`src/rtl/menu_pkg.sv`:
```
`default_nettype none
// ============================================================================
// Module   : menu_pkg
// Purpose  : Shared level-select menu geometry, FSM states and level ids.
// Revision : 1.0 - initial release
// ============================================================================
package menu_pkg;

  localparam logic [9:0] BTN_X0 = 10'd160;
  localparam logic [9:0] BTN_X1 = 10'd480;
  localparam logic [9:0] BTN_H  = 10'd60;
  localparam logic [3:1][9:0] BTN_Y0 = {10'd320, 10'd200, 10'd80};

  localparam logic [1:0] LVL_NONE = 2'd0;
  localparam logic [1:0] LVL_1    = 2'd1;
  localparam logic [1:0] LVL_2    = 2'd2;
  localparam logic [1:0] LVL_3    = 2'd3;

  typedef enum logic [2:0] {
    ST_IDLE  = 3'd0,
    ST_ARM   = 3'd1,
    ST_READY = 3'd2,
    ST_PRESS = 3'd3,
    ST_REQ   = 3'd4
  } menu_state_t;

  // Inclusive lower, exclusive upper bound on both axes.
  function automatic logic in_button(input logic [9:0] x, input logic [9:0] y,
                                     input logic [1:0] k);
    return (x >= BTN_X0) && (x < BTN_X1) &&
           (y >= BTN_Y0[k]) && (y < BTN_Y0[k] + BTN_H);
  endfunction

endpackage
`default_nettype wire

```
`src/rtl/btn_debounce.sv`:
```
`default_nettype none
// ============================================================================
// Module   : btn_debounce
// Purpose  : 2-flop synchronizer plus stability counter for a mouse button,
//            with one-cycle rise/fall pulses aligned to the debounced level.
// Revision : 1.0 - initial release
// ============================================================================
module btn_debounce #(
  parameter int DEBOUNCE_CYCLES = 16,
  parameter int DB_W            = 5
) (
  input  logic clk,
  input  logic rst,
  input  logic i_btn_raw,
  output logic o_btn_db,
  output logic o_btn_rise,
  output logic o_btn_fall
);

  localparam logic [DB_W-1:0] C_LAST = DB_W'(DEBOUNCE_CYCLES - 1);

  logic [1:0]      r_sync;
  logic [DB_W-1:0] r_cnt;
  logic            r_btn_db;
  logic            r_btn_rise;
  logic            r_btn_fall;

  always_ff @(posedge clk or posedge rst) begin
    if (rst) begin
      r_sync     <= 2'b00;
      r_cnt      <= '0;
      r_btn_db   <= 1'b0;
      r_btn_rise <= 1'b0;
      r_btn_fall <= 1'b0;
    end else begin
      r_sync     <= {r_sync[0], i_btn_raw};
      r_btn_rise <= 1'b0;
      r_btn_fall <= 1'b0;
      if (r_sync[1] == r_btn_db) begin
        r_cnt <= '0;
      end else if (r_cnt == C_LAST) begin
        // Nth consecutive differing sample: commit the new level.
        r_cnt      <= '0;
        r_btn_db   <= ~r_btn_db;
        r_btn_rise <= ~r_btn_db;
        r_btn_fall <= r_btn_db;
      end else begin
        r_cnt <= r_cnt + 1'b1;
      end
    end
  end

  assign o_btn_db   = r_btn_db;
  assign o_btn_rise = r_btn_rise;
  assign o_btn_fall = r_btn_fall;

endmodule
`default_nettype wire

```
`src/rtl/menu_input_ctrl.sv`:
```
`default_nettype none
// ============================================================================
// Module   : menu_input_ctrl
// Purpose  : Mouse hover flags and click-to-level-select request for the menu.
//            Optional level locking is enabled by defining MENU_LEVEL_LOCK_EN.
// Revision : 1.0 - initial release
// ============================================================================
module menu_input_ctrl
  import menu_pkg::*;
#(
  parameter int DEBOUNCE_CYCLES = 16,
  parameter int DB_W            = 5
) (
  input  logic       clk,
  input  logic       rst,
  input  logic       in_menu,
  input  logic [9:0] mouse_x,
  input  logic [9:0] mouse_y,
  input  logic       mouse_left,
  input  logic       level_cleared,
  input  logic [1:0] cleared_id,
  output logic       mouseInLevel1,
  output logic       mouseInLevel2,
  output logic       mouseInLevel3,
  output logic       level_valid,
  output logic [1:0] level_id,
  input  logic       level_ack
);

  logic        w_btn_db;
  logic        w_btn_rise;
  logic        w_btn_fall;
  logic [3:1]  w_hit;
  logic [3:1]  w_unlocked;
  logic [3:1]  r_hover;
  logic [1:0]  r_sel;
  logic        w_hover_sel;
  logic [1:0]  w_hover_id;
  logic        r_level_valid;
  logic [1:0]  r_level_id;
  menu_state_t r_state;

  btn_debounce #(
    .DEBOUNCE_CYCLES (DEBOUNCE_CYCLES),
    .DB_W            (DB_W)
  ) u_debounce (
    .clk        (clk),
    .rst        (rst),
    .i_btn_raw  (mouse_left),
    .o_btn_db   (w_btn_db),
    .o_btn_rise (w_btn_rise),
    .o_btn_fall (w_btn_fall)
  );

  for (genvar k = 1; k <= 3; k++) begin : g_hit
    assign w_hit[k] = in_button(mouse_x, mouse_y, 2'(k));
  end

`ifdef MENU_LEVEL_LOCK_EN
  logic [3:1] r_unlocked;

  // Clearing level n opens level n+1; level 3 has no successor.
  always_ff @(posedge clk or posedge rst) begin
    if (rst) begin
      r_unlocked <= 3'b001;
    end else if (level_cleared) begin
      if (cleared_id == LVL_1) r_unlocked[2] <= 1'b1;
      if (cleared_id == LVL_2) r_unlocked[3] <= 1'b1;
    end
  end

  assign w_unlocked = r_unlocked;
`else
  logic w_unused_cfg;
  assign w_unused_cfg = level_cleared ^ (^cleared_id);
  assign w_unlocked   = 3'b111;
`endif

  always_ff @(posedge clk or posedge rst) begin
    if (rst) begin
      r_hover <= 3'b000;
    end else begin
      r_hover <= w_hit & w_unlocked & {3{in_menu}};
    end
  end

  always_comb begin
    w_hover_sel = 1'b0;
    case (r_sel)
      LVL_1:   w_hover_sel = r_hover[1];
      LVL_2:   w_hover_sel = r_hover[2];
      LVL_3:   w_hover_sel = r_hover[3];
      default: w_hover_sel = 1'b0;
    endcase
  end

  // Boxes are disjoint, so at most one hover bit is ever set.
  always_comb begin
    w_hover_id = LVL_NONE;
    if (r_hover[1]) w_hover_id = LVL_1;
    if (r_hover[2]) w_hover_id = LVL_2;
    if (r_hover[3]) w_hover_id = LVL_3;
  end

  always_ff @(posedge clk or posedge rst) begin
    if (rst) begin
      r_state       <= ST_IDLE;
      r_sel         <= LVL_NONE;
      r_level_valid <= 1'b0;
      r_level_id    <= LVL_NONE;
    end else begin
      case (r_state)
        ST_IDLE: begin
          r_sel <= LVL_NONE;
          if (in_menu) r_state <= ST_ARM;
        end
        ST_ARM: begin
          // Swallow whatever press was in progress when the menu opened.
          if (!in_menu)       r_state <= ST_IDLE;
          else if (!w_btn_db) r_state <= ST_READY;
        end
        ST_READY: begin
          if (!in_menu) begin
            r_state <= ST_IDLE;
          end else if (w_btn_rise && (w_hover_id != LVL_NONE)) begin
            r_sel   <= w_hover_id;
            r_state <= ST_PRESS;
          end
        end
        ST_PRESS: begin
          if (!in_menu) begin
            r_state <= ST_IDLE;
          end else if (w_btn_fall) begin
            if (w_hover_sel) begin
              r_state       <= ST_REQ;
              r_level_valid <= 1'b1;
              r_level_id    <= r_sel;
            end else begin
              r_state <= ST_READY;
            end
          end
        end
        ST_REQ: begin
          if (level_ack) begin
            r_state       <= ST_IDLE;
            r_level_valid <= 1'b0;
            r_level_id    <= LVL_NONE;
          end
        end
        default: begin
          r_state       <= ST_IDLE;
          r_level_valid <= 1'b0;
          r_level_id    <= LVL_NONE;
        end
      endcase
    end
  end

  assign mouseInLevel1 = r_hover[1];
  assign mouseInLevel2 = r_hover[2];
  assign mouseInLevel3 = r_hover[3];
  assign level_valid   = r_level_valid;
  assign level_id      = r_level_id;

endmodule
`default_nettype wire

```
`config.mk`:
```
export PLATFORM = sky130hd
export DESIGN_NAME = menu_input_ctrl
export DESIGN_NICKNAME = d
export VERILOG_FILES = /design/src/rtl/menu_pkg.sv /design/src/rtl/btn_debounce.sv /design/src/rtl/menu_input_ctrl.sv
export SDC_FILE = /design/constraint.sdc
export NUM_CORES = 1
export LEC_CHECK = 0
export ABC_AREA = 1
export ABC_CLOCK_PERIOD_IN_PS = 1250
export CORE_ASPECT_RATIO = 0.6
export CORE_MARGIN = 2
export CORE_UTILIZATION = 47
export DETAILED_ROUTE_END_ITERATION = 16
export HOLD_SLACK_MARGIN = 0.06
export PLACE_DENSITY = 0.79
export SLEW_MARGIN = 20
export SYNTH_ARGS = -nofsm -noshare
export SYNTH_HDL_FRONTEND = slang
export SYNTH_SLANG_ARGS = --single-unit
```
`constraint.sdc`:
```
create_clock -name clk -period 1.25 [get_ports clk]
set_clock_uncertainty 0.05 [all_clocks]
set_input_delay 0.1875 -clock clk [delete_from_list [all_inputs] [get_ports clk]]
set_output_delay 0.1875 -clock clk [all_outputs]
set_load 0.01 [all_outputs]
```
==> impl_metrics.env <==
export IMPL_setup_tns_ps=-12.4
export IMPL_wl_per_cell_um=13.1
export IMPL_maxSlewViolCount=0
export IMPL_outcome="finished with violations"
export IMPL_synth_area_sq_um=1200
export IMPL_drtAntennaViolNets=0
export IMPL_nNetsFinal=233
export IMPL_antenna_found_initial=0
export IMPL_reg2reg_from="r_state[0]"
export IMPL_stdcell_area_sq_um=1730
export IMPL_violations="setup timing"
export IMPL_synth_area_per_cell_sq_um=7.41
export IMPL_fin_cells=235
export IMPL_cp_arrival_ps=1360
export IMPL_synth_seq_cells=21
export IMPL_drt_iter0_drc=79
export IMPL_total_power_uw=1940
export IMPL_seq_area_frac_synth_pct=43.8
export IMPL_drive_gt1_share_pct=30.0
export IMPL_cts_hold_buffers=0
export IMPL_nFillCells=186
export IMPL_gr_usage_all_layers_pct=20.7
export IMPL_path_max_fanout=4
export IMPL_htreeDepth=1
export IMPL_grt_pass1_wl_um=4870
export IMPL_cts_buffers=3
export IMPL_n_antenna_cell=0
export IMPL_reg2regPathDepth=8
export IMPL_cts_root_buf="clkbuf_8"
export IMPL_hold_viol_final=0
export IMPL_clk_latency_ps=260
export IMPL_path_buf_inv=1
export IMPL_max_slew_margin_pct=82.2
export IMPL_hold_class="in -> async"
export IMPL_syn_inst=162
export IMPL_cts_max_path_buffers=2
export IMPL_syn_to_final_growth_pct=43.6
export IMPL_setup_ws_ps=-6.29
export IMPL_ff2ff_setup_slack_ps=-6
export IMPL_cpPeakStageDelay_ps=480
export IMPL_grt_pass1_vias=1148
export IMPL_cap_violations=0
export IMPL_cp_end_kind="flop"
export IMPL_placed_cell_area_sq_um=1540
export IMPL_place_congestion=0.923
export IMPL_synth_fp_nets=191
export IMPL_crit_type="reg -> reg"
export IMPL_r2r_end="r_state[1]"
export IMPL_period_share_pct=101
export IMPL_startpoint_type="flop"
export IMPL_tightest_slew_ps=264
export IMPL_drc=0
export IMPL_synth_warnings=0
export IMPL_critPathRequiredTime_ps=1350
export IMPL_die_w_um=69.3
export IMPL_ir_drop_uv=769
export IMPL_cp_cell_sequence="nand2_4, inv_2, nand3_2, nand2_2, nor2_2, nand2_1, nand2_1, nand2_1"
export IMPL_synth_cell_types=23
export IMPL_grt_overflow=0
export IMPL_rows=14
export IMPL_critPathTopFamily="simple AND/OR/NAND/NOR gates"
export IMPL_wl_um=3090
export IMPL_clk_pin_slew_ps=70
export IMPL_finalCriticalPeriod_ps=1260
export IMPL_rsz0062_at_grt="true"
export IMPL_placeableCoreArea_sq_um=2470
export IMPL_drt_pass1_iter_count=4
export IMPL_post_place_ws_ps=-246
export IMPL_numClockSinks=21
export IMPL_powerDensity_nw_per_um2=1120
export IMPL_critPathSlowestCell="dfrtp_2"
export IMPL_top_level_ports=34
export IMPL_via_per_inst=5.18
export IMPL_initial_core_util_pct=48.6
export IMPL_p_leak_uw=0.000847
export IMPL_cp_common_cell="nand2_1"
export IMPL_vias=1218
export IMPL_cts_tree="built"
export IMPL_setup_violations=3
export IMPL_post_place_cells=226
export IMPL_clock_fmax_mhz=796
export IMPL_hpwl_um=2220
export IMPL_port_buffers=23
export IMPL_grt_max_degree=22
export IMPL_fp_dieH_um=43.2
export IMPL_design_die_area_sq_um=2990
-- cells in the final DEF, fill, tap and decap left out, types with 4 or more instances in the layout --
cell type | synthesis | routed
nor2_2 | 5 | 4
inv_1 | 17 | 14
clkdlybuf4s50_1 | 0 | 16
dfrtp_2 | 0 | 4
dlygate4sd2_1 | 0 | 5
buf_4 | 0 | 13
nor2_4 | 1 | 6
nand3_1 | 18 | 15
dfrtp_1 | 21 | 17
nand2_2 | 6 | 11
inv_2 | 4 | 6
nor2_1 | 18 | 14
nor3_1 | 5 | 5
nand2_1 | 47 | 39
-- power by group --
group          switching (uW)  leakage [uW]  internal [uW]  total, uW
logic                     376      0.000546            290        665
registers                 102      0.000278            726        828
clock network             216     0.0000228            227        443
-- logic make-up (layout without fill, tap and decap cells) --
family	after synthesis	count (layout)	share of synthesized area (%)
buf+inv	22	63	7.50
flops	21	21	43.7
compound gates	8	8	3.96
simple gates	109	109	43.0
fa+ha+maj	1	1	1.04
xor+xnor	1	1	0.729
-- cells in the mapped netlist, drive strengths merged --
| master | instances | area (sq um) |
|---|---|---|
| nor2 | 24 | 110 |
| nand3 | 19 | 108 |
| nor3 | 5 | 25.0 |
| nor3b | 2 | 20.0 |
| inv | 21 | 78.8 |
| nand4 | 2 | 12.5 |
| nand2 | 53 | 214 |
| or3 | 1 | 6.26 |
| nand3b | 2 | 15.0 |
| nor4 | 1 | 6.26 |
| xor2 | 1 | 8.76 |
| o21ai | 7 | 42.5 |
| dfrtp | 21 | 526 |
| buf | 1 | 11.3 |
| a21oi | 1 | 5.00 |
| ha | 1 | 12.5 |
-- worst min-delay path, cell delays in order --
cell and delay [ps]:
clkdlybuf4s50_1 400, inv_1 50, buf_4 260
-- repair_timing --
action,in CTS,in global routing
pin swaps,0,10
gates resized for setup,9,37
endpoints found under the setup margin,15,17
buffers inserted,2,3
-- worst max-delay path by stage --
stage / start / endpoint / slack, ps / cells past startpoint
after detailed placement: in_menu / r_state[0] / -250 / 6
after CTS: r_state[2] / r_sel[0] / -20 / 6
after global placement: in_menu / r_state[0] / -200 / 6
final: r_state[0] / r_state[1] / -6 / 8
after global routing: r_state[1] / r_state[1] / -60 / 7
after floorplan: u_debounce.r_cnt[0] / u_debounce.r_cnt[3] / 110 / 6
-- routing by layer --
metal  part of all wire (%)  GRT usage, %
met5                      0             0
met4                    1.2          3.92
met3                    5.0          6.18
met2                     46          35.0
met1                     47          26.8
-- metrics by stage --
step | utilization, % | hold slack [ps]
floorplan | - | 114
global placement | 62.2 | 292
detailed placement | 62.2 | 296
CTS | 64.5 | 214
global route | 69.9 | 226
finish | 69.9 | 207
-- sequential cells by signal, summed over array words and instances (netlist names) --
name and count:
level_valid 1, r_state 3, level_id 2, u_debounce.r_sync 2, u_debounce.o_btn_db 1, u_debounce.r_cnt 5, u_debounce.o_btn_fall 1, r_hover 3
u_debounce.o_btn_rise 1, r_sel 2
-- cell type report --
type | instances | area [sq um] | area share (%)
Clock buffer | 4 | 45.0 | 2.61
Inverter | 21 | 81.3 | 4.71
Timing Repair Buffer | 38 | 347 | 20.1
Sequential cell | 21 | 531 | 30.7
Multi-Input combinational cell | 119 | 682 | 39.5
Tap cell | 32 | 40.0 | 2.32
No activity file was read; power rests on OpenSTA's default activity.
